[src/rtl/serial_pkg.sv]
// Shared serial-link definitions: default word/counter widths and the
// receive/transmit FSM state encoding.
package serial_pkg;

    localparam int unsigned WIDTH_DEF   = 32;
    localparam int unsigned COUNT_W_DEF = 5;

    // Enumerated view of the link FSM states, for code that prefers a typed state.
    typedef enum logic [0:0] {
        ST_IDLE = 1'b0,
        ST_RECV = 1'b1
    } state_e;

    // Same encoding as plain constants, for code that holds the state in a logic vector.
    localparam logic [0:0] IDLE = 1'b0;
    localparam logic [0:0] RECV = 1'b1;

endpackage

[src/rtl/serial_in.sv]
// serial_in: LSB-first serial-to-parallel receiver with a one-word holding
// register and valid/ready handshake on the parallel side.
//
// Ports:
//   clk          sole clock, rising edge
//   rstn         synchronous active-low reset
//   data_in      serial data bit (bit 0 of the word first)
//   data_valid   data_in carries a valid bit this cycle
//   data_out     assembled word, valid while out_valid=1
//   out_valid    data_out holds an unconsumed word
//   out_ready    consumer takes data_out when out_valid & out_ready
//   recv_busy    a word is partially received
//   frame_err    one-cycle pulse: word aborted before completion
//   overflow     sticky: a completed word was dropped
//   overflow_clr clears overflow (an overflow in the same cycle wins)
module serial_in
    import serial_pkg::*;
#(
    parameter int unsigned width   = WIDTH_DEF,
    parameter int unsigned count_w = COUNT_W_DEF
) (
    input  logic             clk,
    input  logic             rstn,
    input  logic             data_in,
    input  logic             data_valid,
    output logic [width-1:0] data_out,
    output logic             out_valid,
    input  logic             out_ready,
    output logic             recv_busy,
    output logic             frame_err,
    output logic             overflow,
    input  logic             overflow_clr
);

    localparam logic [count_w-1:0] LAST_BIT = count_w'(width - 1);

    logic [0:0]         state,      state_nxt;
    logic [count_w-1:0] count,      count_nxt;
    logic [width-1:0]   shreg,      shreg_nxt;
    logic [width-1:0]   data_out_nxt;
    logic               out_valid_nxt;
    logic               frame_err_nxt;
    logic               overflow_nxt;
    logic               complete_c;

    // Next-state: bit assembly, FSM, and holding-register/handshake update.
    always_comb begin
        state_nxt     = state;
        count_nxt     = count;
        shreg_nxt     = shreg;
        data_out_nxt  = data_out;
        out_valid_nxt = out_valid;
        frame_err_nxt = 1'b0;
        overflow_nxt  = overflow;
        complete_c    = 1'b0;

        case (state)
            IDLE: begin
                if (data_valid) begin
                    shreg_nxt[0] = data_in;
                    if (width == 1) begin
                        complete_c = 1'b1;
                    end else begin
                        count_nxt = count_w'(1);
                        state_nxt = RECV;
                    end
                end
            end
            RECV: begin
                if (data_valid) begin
                    shreg_nxt[count] = data_in;
                    if (count == LAST_BIT) begin
                        complete_c = 1'b1;
                        count_nxt  = '0;
                        state_nxt  = IDLE;
                    end else begin
                        count_nxt = count + count_w'(1);
                    end
                end else begin
                    // Stream broke mid-word: drop the partial word and flag it.
                    shreg_nxt     = '0;
                    count_nxt     = '0;
                    frame_err_nxt = 1'b1;
                    state_nxt     = IDLE;
                end
            end
            default: begin
                state_nxt = IDLE;
                count_nxt = '0;
            end
        endcase

        // A completed word loads the holding register if it is empty or being
        // drained this cycle; otherwise the new word is dropped.
        if (complete_c) begin
            if (!out_valid || out_ready) begin
                data_out_nxt  = shreg_nxt;
                out_valid_nxt = 1'b1;
            end
        end else if (out_valid && out_ready) begin
            out_valid_nxt = 1'b0;
        end

        // Set has priority over clear.
        if (complete_c && out_valid && !out_ready) begin
            overflow_nxt = 1'b1;
        end else if (overflow_clr) begin
            overflow_nxt = 1'b0;
        end
    end

    // State and output registers.
    always_ff @(posedge clk) begin
        if (!rstn) begin
            state     <= IDLE;
            count     <= '0;
            shreg     <= '0;
            data_out  <= '0;
            out_valid <= 1'b0;
            frame_err <= 1'b0;
            overflow  <= 1'b0;
            recv_busy <= 1'b0;
        end else begin
            state     <= state_nxt;
            count     <= count_nxt;
            shreg     <= shreg_nxt;
            data_out  <= data_out_nxt;
            out_valid <= out_valid_nxt;
            frame_err <= frame_err_nxt;
            overflow  <= overflow_nxt;
            recv_busy <= (state_nxt == RECV);
        end
    end

endmodule

[config.mk]
export PLATFORM = sky130hd
export DESIGN_NAME = serial_in
export DESIGN_NICKNAME = d
export VERILOG_FILES = /design/src/rtl/serial_pkg.sv /design/src/rtl/serial_in.sv
export SDC_FILE = /design/constraint.sdc
export NUM_CORES = 1
export LEC_CHECK = 0
export BUFFER_PORTS_ARGS = -buffer_cell sky130_fd_sc_hd__buf_2
export CORE_UTILIZATION = 39
export CTS_BUF_LIST = sky130_fd_sc_hd__clkbuf_8 sky130_fd_sc_hd__clkbuf_16
export CTS_CLUSTER_SIZE = 25
export DETAILED_ROUTE_END_ITERATION = 6
export PLACE_DENSITY = 0.58
export SLEW_MARGIN = 40
export SYNTH_ARGS = -nofsm -noshare
export SYNTH_HDL_FRONTEND = slang
export SYNTH_SLANG_ARGS = --single-unit
[constraint.sdc]
create_clock -name clk -period 2.8 [get_ports clk]
set_clock_uncertainty 0.15 [all_clocks]
set_input_delay 0.56 -clock clk [delete_from_list [all_inputs] [get_ports clk]]
set_output_delay 0.56 -clock clk [all_outputs]
set_load 0.005 [all_outputs]
==> flow_summary.ini <==
[min_path]
hold_class = reg2reg
hold_depth = 2

[cells_and_area]
syn_to_final_growth_pct = 12.1
final_cell_mix = dfxtp_1 (73), a21oi_1 (51), buf_2 (41)
antennaDiodeCount = 0
drive_gt1_share_pct = 19.6
layout_commonest_cell = dfxtp_1
nNetsFinal = 412
finalNonFillerCells = 509
regArea_sq_um = 1460
nFillCells = 874
multi_input_area_sq_um = 1670

[global_route]
grt_overflow = 0
track_usage_pct = 19.7
antenna_found_initial = 0
grt_max_degree = 36
grt_pass1_wl_microns = 14000
first_global_vias = 2736

[cts]
cts_tree = built
root_buffer = clkbuf_8
post_cts_buffers = 0
hold_buffers = 0
cts.htree.levels = 3
clockBufferDepth = 2
cts_sinks = 73
postCtsResizedCells = 0
clkLatencyLatePin_ps = 340
cts_buffers = 9
path_clk_slew_ps = 70

[synth]
synth-async-reset-ratio_pct = 0
synth_edf_count = 0
yosysTopAreaCell = dfxtp_1
synth_cell_types = 53
synth_seq_area_share_pct = 43.0
synth_xor_area_share_pct = 0
synth_seq_cells = 73
syn_inst = 377
synth-simple-area-share_pct = 17.7
synth_top_area_share_pct = 43.0
synth_compound_area_share_pct = 25.3
synth_ff_type = dfxtp_1
synth-adder-area-share_pct = 1.84
ys_warn_count = 0
avgSynthCellArea_sq_um = 9.02
synth_area_sq_um = 3400
yosys-top-cells-area = dfxtp_1 (43%), a21oi_1 (7.5%), mux2i_1 (4.1%), a311oi_1 (3.3%), a211oi_1 (3.1%)
syn_nets = 388
synthMuxAreaShare_pct = 4.45
synth_top_family_by_area = compound AO/OA/AOI/OAI gates

[floorplanning]
die_area_sq_um = 9100
start_util_pct = 40.8
die_x_microns = 95.4
coreArea_sq_um = 8340
rows = 33
io_pins = 42
die_y_microns = 95.4

[setup_path]
cp-start-kind = flop
cp_data_arrival_time_ps = 2290
reg2regPathDepth = 8
crit_type = reg2reg
cpMaxStageDelayCell = and2_0
worstPathCellList = ha_1, inv_1, nor2_1, ha_1, and3_1, and2_0, buf_4, a311oi_1
crit_required_ps = 2850
path_common_cell = ha_1
cp-end-kind = flop
cp_slowest_stage_delay_ps = 410
cp_max_fo = 9

[pwr]
p_int_uw = 1480
p_seq_share_pct = 54.2
ir_drop_mv = 0.429
p_sw_share_pct = 23.0
clkPwrFrac_pct = 41.3
power_frac_comb_pct = 4.5
p_per_area_nw_per_um2 = 506
leakage_uw = 0.00142
finalPower_uw = 1930
p_switching_uw = 444

[run_status]
status = completed

[drt]
vias = 2900
ant_nets = 0
route.detailed.drc = 0
drt_iter0_drc = 115
drt_first_pass_iters = 4
drt-total-wl_microns = 8240
vias_per_cell = 5.70
post_drt_wl_per_cell_microns = 16.2

[placed_design]
hpwl_microns = 5280
numPortBuffers = 41
place_congestion = 0.773
placed_cells = 495

[sta]
worstMarginPinSlew_ps = 568
min_period_over_period_pct = 80.0
setup_viol = 0
hold_viol = 0
rsz0062_at_grt = no
slew_headroom_pct = 62.2
finalCriticalPeriod_ps = 2240
final.setup.tns_ps = 0
max_freq_mhz = 446
final-max-slew-violation-count = 0

[job]
drv_cap = 0
[metrics by stage]
step | hold WS [ps] | setup WS (ps) | cell area, sq um | util (%)
after CTS | 303 | 563 | 3810 | 45.7
after floorplan | 274 | 614 | 3400 | -
after global placement | 283 | 644 | 3630 | 43.5
after detailed placement | 293 | 571 | 3630 | 43.5
final | 299 | 560 | 3810 | 45.7
after global routing | 335 | 401 | 3810 | 45.7
[area by class of cell]
| cell class | instances | area share [%] |
|---|---|---|
| multi-input cells | 247 | 43.9 |
| flip-flops and latches | 73 | 38.3 |
| repair buffers | 54 | 7.94 |
| clock buffers | 10 | 3.61 |
| well taps | 105 | 3.44 |
| inverters | 16 | 1.57 |
| clock inverters | 4 | 1.21 |
[kinds of logic (layout without fill, tap and decap cells)]
group | Yosys count | after routing
AOI/OAI and AO/OA | 132 | 132
and+or+nand+nor | 95 | 95
DFF | 73 | 73
buffers and inverters | 57 | 84
muxes | 15 | 15
adders and majority gates | 5 | 5
[state kept, by name, indices dropped and copies added (netlist names)]
signal and cells:
shreg 32, out_valid 1, state 1, frame_err 1, overflow 1, count 5
data_out 32
[path summary, 6_finish.rpt]
check             slack (ps)                        to                  start
hold / removal           300      shreg[28]$_SDFF_PN0_   shreg[28]$_SDFF_PN0_
hold reg to reg          300      shreg[28]$_SDFF_PN0_   shreg[28]$_SDFF_PN0_
setup reg to reg         560  data_out[3]$_SDFFE_PN0P_  count[0]$_SDFFE_PN0P_
setup / recovery         560  data_out[3]$_SDFFE_PN0P_  count[0]$_SDFFE_PN0P_
[power groups by stage]
stage / registers (uW) / logic (uW) / clock network, uW
after global routing: 1050 / 96.8 / 858
after detailed placement: 1070 / 87.0 / 0
after global placement: 1070 / 86.6 / 0
after floorplan: 1070 / 61.3 / 0
after CTS: 1040 / 87.5 / 820
final: 1040 / 87.2 / 797
[per-layer routing]
| layer | vias to the layer above | track usage, % | wire length [microns] |
|---|---|---|---|
| met5 | - | 0 | 0 |
| met4 | 0 | 6.72 | 75 |
| met3 | 8 | 4.70 | 355 |
| met2 | 67 | 31.5 | 3800 |
| met1 | 1370 | 26.0 | 4010 |
| li1 | 1455 | - | - |
[synthesized netlist by cell type (all sizes together), types with 2 or more instances]
cell and count:
and3 3, buf 24, a22oi 2, ha 5
o211ai 14, nand3 13, nand4 4, nor3 2
dfxtp 73, and2 6, a211oi 14, o21a 3
a311oi 13, or3 3, o221a 4, o311ai 2
clkbuf 17, nand4bb 3, o21ai 15, and3b 2
nor2 6, nand2 24, mux2i 14, inv 16
nand4b 12, o22ai 6, nand3b 2, nand2b 2
and4bb 6, a21oi 51
[worst max-delay path, delay by kind of cell, from the launching register on]
kind	cells	cell delay, ps
adders and majority gates	2	430
DFF	1	400
and+or+nand+nor	3	710
buffers and inverters	2	310
AOI/OAI and AO/OA	1	90
(Power assumes the default switching activity.)
